**src/rtl/maria_dma_pkg.sv**
```systemverilog
// Shared types and constants for the MARIA DMA controller.
package maria_dma_pkg;

  typedef enum logic [2:0] {
    IDLE,
    HALT_REQ,
    WAIT_REL,
    ADDR,
    DATA,
    RELEASE
  } dma_state_e;

  // Every byte is one ADDR tick followed by one DATA tick.
  localparam int unsigned BYTE_TICKS            = 2;
  localparam int unsigned TIMEOUT_TICKS_DEFAULT = 255;

endpackage

```
**src/rtl/maria_dma_ctrl_if.sv**
```systemverilog
// Request, CPU-handshake and bus signals of the MARIA DMA controller.
interface maria_dma_ctrl_if;

  logic        dma_req;
  logic [15:0] dma_addr;
  logic [7:0]  dma_len;
  logic        cpu_released;
  logic [7:0]  db_in;
  logic        halt_n;
  logic        drive_AB;
  logic [15:0] ab_out;
  logic [7:0]  data_out;
  logic        data_valid;
  logic        busy;
  logic        done;
  logic        timeout_err;

  modport master (
    input  dma_req, dma_addr, dma_len, cpu_released, db_in,
    output halt_n, drive_AB, ab_out, data_out, data_valid, busy, done, timeout_err
  );

  modport slave (
    output dma_req, dma_addr, dma_len, cpu_released, db_in,
    input  halt_n, drive_AB, ab_out, data_out, data_valid, busy, done, timeout_err
  );

endinterface

```
**src/rtl/maria_dma_ctrl.sv**
```systemverilog
// MARIA DMA controller: halts the CPU, reads dma_len bytes from db_in, then releases the bus.
// Build option: define MARIA_DMA_TIMEOUT_EN to abort when the CPU never releases the bus.
module maria_dma_ctrl
  import maria_dma_pkg::*;
#(
  parameter int unsigned TIMEOUT_TICKS = TIMEOUT_TICKS_DEFAULT
) (
  input  logic             clk_sys,
  input  logic             rst,
  input  logic             mclk1,
  maria_dma_ctrl_if.master bus
);

  dma_state_e  state_q, state_d;
  logic [15:0] addr_q, addr_d;
  logic [7:0]  len_q, len_d;
  logic [7:0]  data_q, data_d;
  logic        valid_q, valid_d;
  logic        done_q, done_d;

`ifdef MARIA_DMA_TIMEOUT_EN
  localparam logic [7:0] TIMEOUT_LIMIT = 8'(TIMEOUT_TICKS);
  logic [7:0] tmo_cnt_q, tmo_cnt_d;
  logic       timeout_err_q, timeout_err_d;
`else
  logic unused_timeout_cfg;
  assign unused_timeout_cfg = |8'(TIMEOUT_TICKS);
`endif

  // NOTE: every next-state value is given a default first, so no path can infer a latch.
  always_comb begin
    state_d = state_q;
    addr_d  = addr_q;
    len_d   = len_q;
    data_d  = data_q;
    valid_d = 1'b0;
    done_d  = 1'b0;
`ifdef MARIA_DMA_TIMEOUT_EN
    tmo_cnt_d     = tmo_cnt_q;
    timeout_err_d = timeout_err_q;
`endif
    if (mclk1) begin
      case (state_q)
        IDLE: begin
          if (bus.dma_req) begin
            if (bus.dma_len == 8'd0) begin
              done_d = 1'b1;
            end else begin
              addr_d  = bus.dma_addr;
              len_d   = bus.dma_len;
              state_d = HALT_REQ;
`ifdef MARIA_DMA_TIMEOUT_EN
              timeout_err_d = 1'b0;
`endif
            end
          end
        end
        HALT_REQ: begin
          state_d = WAIT_REL;
`ifdef MARIA_DMA_TIMEOUT_EN
          tmo_cnt_d = 8'd0;
`endif
        end
        WAIT_REL: begin
`ifdef MARIA_DMA_TIMEOUT_EN
          tmo_cnt_d = tmo_cnt_q + 8'd1;
`endif
          if (bus.cpu_released) begin
            state_d = ADDR;
          end
`ifdef MARIA_DMA_TIMEOUT_EN
          else if (tmo_cnt_d == TIMEOUT_LIMIT) begin
            state_d       = RELEASE;
            timeout_err_d = 1'b1;
            done_d        = 1'b1;
          end
`endif
        end
        ADDR: state_d = DATA;
        DATA: begin
          data_d  = bus.db_in;
          valid_d = 1'b1;
          addr_d  = addr_q + 16'd1;
          len_d   = len_q - 8'd1;
          // done is registered here so it is visible during the RELEASE state.
          if (len_q == 8'd1) begin
            state_d = RELEASE;
            done_d  = 1'b1;
          end else begin
            state_d = ADDR;
          end
        end
        RELEASE: state_d = IDLE;
        default: state_d = IDLE;
      endcase
    end
  end

  // NOTE: registers use non-blocking assignments so each one samples pre-edge values.
  always_ff @(posedge clk_sys) begin
    if (rst) begin
      state_q <= IDLE;
      addr_q  <= 16'd0;
      len_q   <= 8'd0;
      data_q  <= 8'd0;
      valid_q <= 1'b0;
      done_q  <= 1'b0;
    end else begin
      state_q <= state_d;
      addr_q  <= addr_d;
      len_q   <= len_d;
      data_q  <= data_d;
      valid_q <= valid_d;
      done_q  <= done_d;
    end
  end

`ifdef MARIA_DMA_TIMEOUT_EN
  always_ff @(posedge clk_sys) begin
    if (rst) begin
      tmo_cnt_q     <= 8'd0;
      timeout_err_q <= 1'b0;
    end else begin
      tmo_cnt_q     <= tmo_cnt_d;
      timeout_err_q <= timeout_err_d;
    end
  end
  assign bus.timeout_err = timeout_err_q;
`else
  assign bus.timeout_err = 1'b0;
`endif

  // Bus ownership decodes straight from the state register, so reset frees the bus at once.
  assign bus.halt_n     = !(state_q inside {HALT_REQ, WAIT_REL, ADDR, DATA});
  assign bus.drive_AB   = state_q inside {ADDR, DATA};
  assign bus.ab_out     = addr_q;
  assign bus.data_out   = data_q;
  assign bus.data_valid = valid_q;
  assign bus.busy       = (state_q != IDLE);
  assign bus.done       = done_q;

endmodule

```
**src/flat_wrapper.sv**
```systemverilog
// flat-port wrapper written by rule: the top's interface ports become plain ports
module maria_dma_ctrl_flat import maria_dma_pkg::*;
#(
  parameter int unsigned TIMEOUT_TICKS = TIMEOUT_TICKS_DEFAULT
)
  (clk_sys, rst, mclk1, bus_dma_req, bus_dma_addr, bus_dma_len, bus_cpu_released, bus_db_in, bus_halt_n, bus_drive_AB, bus_ab_out, bus_data_out, bus_data_valid, bus_busy, bus_done, bus_timeout_err);
  maria_dma_ctrl_if bus_i ();
  input  logic clk_sys;
  input  logic rst;
  input  logic mclk1;
  input wire logic [$bits(bus_i.dma_req)-1:0] bus_dma_req;
  input wire logic [$bits(bus_i.dma_addr)-1:0] bus_dma_addr;
  input wire logic [$bits(bus_i.dma_len)-1:0] bus_dma_len;
  input wire logic [$bits(bus_i.cpu_released)-1:0] bus_cpu_released;
  input wire logic [$bits(bus_i.db_in)-1:0] bus_db_in;
  output wire logic [$bits(bus_i.halt_n)-1:0] bus_halt_n;
  output wire logic [$bits(bus_i.drive_AB)-1:0] bus_drive_AB;
  output wire logic [$bits(bus_i.ab_out)-1:0] bus_ab_out;
  output wire logic [$bits(bus_i.data_out)-1:0] bus_data_out;
  output wire logic [$bits(bus_i.data_valid)-1:0] bus_data_valid;
  output wire logic [$bits(bus_i.busy)-1:0] bus_busy;
  output wire logic [$bits(bus_i.done)-1:0] bus_done;
  output wire logic [$bits(bus_i.timeout_err)-1:0] bus_timeout_err;
  assign bus_i.dma_req = bus_dma_req;
  assign bus_i.dma_addr = bus_dma_addr;
  assign bus_i.dma_len = bus_dma_len;
  assign bus_i.cpu_released = bus_cpu_released;
  assign bus_i.db_in = bus_db_in;
  assign bus_halt_n = bus_i.halt_n;
  assign bus_drive_AB = bus_i.drive_AB;
  assign bus_ab_out = bus_i.ab_out;
  assign bus_data_out = bus_i.data_out;
  assign bus_data_valid = bus_i.data_valid;
  assign bus_busy = bus_i.busy;
  assign bus_done = bus_i.done;
  assign bus_timeout_err = bus_i.timeout_err;
  maria_dma_ctrl #(.TIMEOUT_TICKS(TIMEOUT_TICKS)) u_core (.clk_sys(clk_sys), .rst(rst), .mclk1(mclk1), .bus(bus_i));
endmodule
```
**config.mk**
```make
export PLATFORM = sky130hd
export DESIGN_NAME = maria_dma_ctrl_flat
export DESIGN_NICKNAME = d
export VERILOG_FILES = /design/src/rtl/maria_dma_pkg.sv /design/src/rtl/maria_dma_ctrl_if.sv /design/src/rtl/maria_dma_ctrl.sv /design/src/flat_wrapper.sv
export SDC_FILE = /design/constraint.sdc
export NUM_CORES = 1
export LEC_CHECK = 0
export ABC_CLOCK_PERIOD_IN_PS = 2050
export BUFFER_PORTS_ARGS = -buffer_cell sky130_fd_sc_hd__buf_2
export CAP_MARGIN = 20
export CORE_UTILIZATION = 51
export DETAILED_ROUTE_END_ITERATION = 6
export PLACE_DENSITY = 0.89
export SLEW_MARGIN = 30
export SYNTH_ARGS = -nofsm -noshare
export SYNTH_HDL_FRONTEND = slang
export SYNTH_SLANG_ARGS = --single-unit
```
**constraint.sdc**
```tcl
create_clock -name clk_sys -period 2.05 [get_ports clk_sys]
set_input_delay 0.41 -clock clk_sys [delete_from_list [all_inputs] [get_ports clk_sys]]
set_output_delay 0.41 -clock clk_sys [all_outputs]
set_load 0.03 [all_outputs]
```
Word-level counts from Yosys, hierarchy flattened
Index checks and enable logic that the tools add are counted.
{"block": "totals", "reg_bits": 37, "input_bits": 37, "output_inout_bits": 30, "word_cells": 44}
{"block": "op_classes", "n_addsub": 2, "n_eq_ne": 8, "muxes": 16, "n_bitwise": 1, "reduce_logical": 11}
{"op": "$mux 16", "count": 2}
{"op": "$pmux 16 s2", "count": 1}
{"op": "$add 16x1->16 const B", "count": 1}
{"op": "$mux 8", "count": 2}
{"op": "$pmux 8 s2", "count": 1}
{"op": "$pmux 3 s5", "count": 1}
{"op": "$mux 3", "count": 4}
{"op": "$eq 8x1->1 const B", "count": 1}
{"op": "$logic_not 8->1", "count": 1}
{"op": "$reduce_and 4->1", "count": 2}
{"op": "$sub 8x1->8 const B", "count": 1}
{"op": "$eq 3x2->1 const B", "count": 2}
{"op": "$ne 2x2->1 const B", "count": 3}
{"op": "$mux 1", "count": 4}
{"op": "$reduce_bool 2->1", "count": 2}
{"op": "$reduce_bool 4->1", "count": 1}
{"op": "$eq 3x1->1 const B", "count": 1}
{"op": "$eq 3x3->1 const B", "count": 1}
{"op": "$logic_not 3->1", "count": 1}
{"op": "$reduce_bool 3->1", "count": 1}
{"op": "$pmux 1 s2", "count": 1}
{"op": "$reduce_and 2->1", "count": 1}
{"op": "$reduce_or 2->1", "count": 1}
{"op": "$logic_not 1->1", "count": 1}
{"op": "$not 1->1", "count": 1}

Logic depth before layout (Yosys ltp)
{"block": "logic_depth", "word_depth": 4, "mapped_depth": 9}

Worst setup path before layout
No wires, ideal clock.
{"block": "synth_path", "path_type": "register to register", "startpoint": "register u_core.addr_q[0], in the netlist u_core.bus.ab_out[0]", "endpoint": "register u_core.addr_q[14], in the netlist u_core.bus.ab_out[14]", "arrival_time_ns": 1.767, "slack_ns": 0.194, "path_stages_with_launch": 7, "path_buffers": 0, "cell_sequence": "dfxtp_1 ha_1 inv_1 nor3_2 nand4_1 o31a_1 o32ai_2"}
{"block": "synth_between", "elab_chain_len": 2}
{"item": "start: declaration", "line_no": "maria_dma_ctrl.sv:15", "rtl": "logic [15:0] addr_q, addr_d;"}
{"item": "start signal: assignment", "line_no": "maria_dma_ctrl.sv:110", "rtl": "addr_q <= addr_d;"}
{"item": "$add 16x1->16", "line_no": "maria_dma_ctrl.sv:83", "rtl": "addr_d = addr_q + 16'd1;"}
{"item": "$pmux 16 s2", "line_no": "maria_dma_ctrl.sv:43", "rtl": "case (state_q)"}
Every way passes these cells.
A chain may end at the register's enable or synchronous reset.

Worst setup path in the final report
{"block": "layout_path", "startpoint": "register u_core.state_q[0]", "endpoint": "output bus_drive_AB"}
{"block": "layout_between", "elab_chain_len": 2, "elab_cells_between_ends": 3, "cone_classes": "eq/ne (2); reduce/logical (1)"}
{"item": "start: declaration", "line_no": "maria_dma_ctrl.sv:14", "rtl": "dma_state_e state_q, state_d;"}
{"item": "start signal: assignment", "line_no": "maria_dma_ctrl.sv:109", "rtl": "state_q <= state_d;"}
{"item": "$eq 3x2->1 / $eq 3x3->1 (equally long branches)", "line_no": "maria_dma_ctrl.sv:135", "rtl": "assign bus.drive_AB = state_q inside {ADDR, DATA};"}
{"item": "$reduce_bool 2->1 *", "line_no": "maria_dma_ctrl.sv:135"}
{"item": "end: declaration", "line_no": "flat_wrapper.sv:17", "rtl": "output wire logic [$bits(bus_i.drive_AB)-1:0] bus_drive_AB;"}
Every way passes the cells marked *; elsewhere a longest branch is shown, timed or not.

==> qor.txt <==
crit path launch type -> register
per-cell routed wire length -> 14.0 um
post-synthesis net count -> 327
status -> completed
H-tree Lvls -> 2
global-route wire length before repair -> 8890 um
crit share post-route -> 93.7%
worst path buffer plus inverter count -> 1
Post-route DRC -> 0
Clock transition at path regs -> 70 ps
fin cells -> 404
critical path data arrival time -> 1510 ps
post-synthesis async set-or-reset flop share -> 0%
RSZ-0062 raised after global routing -> false
final worst setup slack -> 128 ps
synthesized-area fraction occupied by adder cells -> 1.69%
Syn. warnings -> 0
IO Port Bufs -> 65
number of global-route vias before repair -> 2046
Slew Limit Fails -> 0
Pre-antenna DRT Iters -> 4
antenna-violating nets left -> 0
WL final -> 5650 um
nets -> 393
multiplexer area fraction after synthesis -> 0%
Largest delay share family, worst path -> simple AND/OR/NAND/NOR gates
Pleak -> 1.14 nW
flop and latch count out of synthesis -> 37
Peak Freq -> 0.520 GHz
fraction of synthesized cell area in xor and xnor cells -> 0.395%
post-synthesis area per instance -> 7.73 um^2
switching pwr -> 0.610 mW
Worst Max-Slew Pin Slew -> 532 ps
Mapped Area -> 2220 um^2
R2R setup slack -> 250 ps
Mapped Cells -> 287
vias after detailed routing -> 2368
Final setup viols -> 0
max incr delay on CP -> 600 ps
worst min path class -> primary input to register
critical path's slowest cell -> or3b_2
clock share of power -> 27.7%
Comb pwr share -> 27.4%
Final HPWL DP -> 4010 um
initial core utilization -> 54.3%
fin crit period -> 1920 ps
main combinational cell family by area after synthesis -> simple AND/OR/NAND/NOR gates
Cells after DPL -> 396
Int Power -> 1.19 mW
most frequent cells in the layout -> buf_2 (65), nand2_1 (52), dfxtp_1 (37)
Root Buffer -> clkbuf_8
routability cong. -> 0.892
post-synthesis compound-gate area fraction -> 27.8%
clock skew -> 5.77 ps
critical path peak fanout -> 9
Sequential Power Share -> 44.8%
Worst-Skew Late Latency -> 290 ps
area fraction in and, or, nand and nor cells after synthesis -> 28.7%
die height -> 67.9 um
Setup crit start -> u_core.state_q[0]
Die Footprint -> 4620 um^2
DRT iter0 DRCs -> 206
Worst VDD drop -> 0.000371 V
Worst Setup Slack post-DPL -> 57.3 ps
initial antenna violation count -> 0
top_reg_cell synth -> dfxtp_1
Crit Path Class -> register to output pin
Layout area overhead -> 20.1%
core area -> 4090 um^2
vias per cell -> 5.86
CP required -> 1640 ps
die outline width -> 67.9 um
clk sinks -> 37
I/O pin total -> 67
total CTS buffers -> 5
FF-to-FF Start -> u_core.state_q[0]
Distinct cells, synth -> 54
pin count of the biggest net entering global routing -> 52
number of diodes -> 0
Relative slew margins -> 64.4%
Max clock buf depth -> 2
ratio of cells with drive above 1 in the final layout -> 29.9%
Fin Setup TNS -> 0 ps
overflow left after global routing -> 0
Crit. End Element -> output pin
Hold Crit Start -> bus_db_in[7]
Power Dens Cells -> 678 nW/um^2
max-cap violation count -> 0
CTS tree -> built
cell breakdown of the critical path -> or3b_2 -> nand2_1 -> buf_2
final-report hold violation count -> 0
Tot GR Track Use -> 25.2%
Tot Pwr -> 1.80 mW
Post-synth EDFFs -> 0
commonest non-fill, non-tap cell in the layout -> buf_2
switching share of power -> 33.8%
register area share after synthesis -> 33.4%
Core Rows -> 23
state kept, by name, summed over array words and instances, names as in the netlist:
| register | cells |
|---|---|
| u_core.bus.ab_out | 16 |
| u_core.bus.data_out | 8 |
| u_core.len_q | 8 |
| u_core.state_q | 3 |
| u_core.bus.data_valid | 1 |
| u_core.bus.done | 1 |
logic make-up (layout without fill, tap and decap cells):
group,Yosys count,in the layout
xor gates and xnor gates,1,1
buffers and inverters,26,93
and+or+nand+nor,125,125
adders and majority gates,3,3
AOI/OAI and AO/OA,94,94
other,1,1
DFF,37,37
through the flow:
| stage | util [%] | instance area [um^2] | hold WS, ps |
|---|---|---|---|
| global route | 65.2 | 2660 | 355 |
| CTS | 65.0 | 2660 | 355 |
| global placement | 63.0 | 2580 | 439 |
| finish | 65.2 | 2660 | 354 |
| detailed placement | 63.0 | 2580 | 445 |
| floorplan | - | 2220 | 441 |
area by class of cell:
class / count / area (um^2)
Clock buffer: 8 / 80.1
Tap cell: 50 / 62.6
Timing Repair Buffer: 80 / 450
Inverter: 5 / 18.8
Fill cell: 360 / 1420
Sequential cell: 37 / 741
Multi-Input combinational cell: 224 / 1310
tightest hold or removal path: cells and delay by family:
kind                   cells  cell delay, ps
AND/OR/NAND/NOR            1              40
buffers and inverters      1              90
AO/OA/AOI/OAI              1              50
worst paths after layout:
| kind | end | cells past startpoint |
|---|---|---|
| worst max-delay path | bus_drive_AB | 3 |
| worst min register to register | u_core.bus.data_out[7] | 2 |
| worst min-delay path | u_core.bus.data_out[7] | 3 |
| worst max register to register | u_core.bus.ab_out[10] | 5 |
repair_timing:
| action | CTS | global route |
|---|---|---|
| endpoints found under the setup margin | 0 | 1 |
| hold buffers | 0 | 0 |
| setup buffers | 0 | 0 |
| resized for setup | 0 | 1 |
per-layer routing:
layer / up-vias / share of wire, % / track usage, %
met2: 100 / 48 / 40.1
met4: 0 / 1.7 / 11.2
met3: 14 / 6.7 / 4.33
met5: - / 0 / 0
li1: 1157 / - / -
met1: 1097 / 44 / 33.1
power by group through the flow:
stage / clock network [mW] / logic (mW) / registers, mW
after global routing: 0.525 / 0.541 / 0.815
after detailed placement: 0 / 0.487 / 0.825
after CTS: 0.498 / 0.490 / 0.808
after floorplan: 0 / 0.313 / 0.868
final: 0.500 / 0.495 / 0.809
after global placement: 0 / 0.475 / 0.821
Yosys cell counts, types with 2 or more instances:
library cell | count | area [um^2]
nor2_2 | 2 | 12.5
and2_1 | 5 | 31.3
a211o_1 | 2 | 17.5
inv_1 | 5 | 18.8
nand3_1 | 7 | 35.0
buf_4 | 2 | 15.0
nand2b_1 | 5 | 31.3
nor4_1 | 2 | 12.5
or4_4 | 3 | 33.8
o31ai_1 | 3 | 22.5
nor3_1 | 4 | 20.0
a21oi_2 | 3 | 26.3
buf_2 | 6 | 30.0
nor3b_1 | 2 | 15.0
ha_1 | 3 | 37.5
or3_1 | 2 | 12.5
nand2_1 | 52 | 195
clkbuf_1 | 5 | 18.8
o21ai_0 | 9 | 45.0
nand4_1 | 7 | 43.8
dfxtp_1 | 37 | 741
a22o_1 | 4 | 35.0
a311oi_2 | 2 | 30.0
and3_1 | 3 | 18.8
o21ai_1 | 17 | 85.1
buf_6 | 8 | 90.1
a21oi_1 | 33 | 165
nor2_1 | 23 | 86.3
a21o_1 | 3 | 22.5
a31oi_1 | 4 | 25.0
Note: power is estimated with default switching activity, not from simulation.
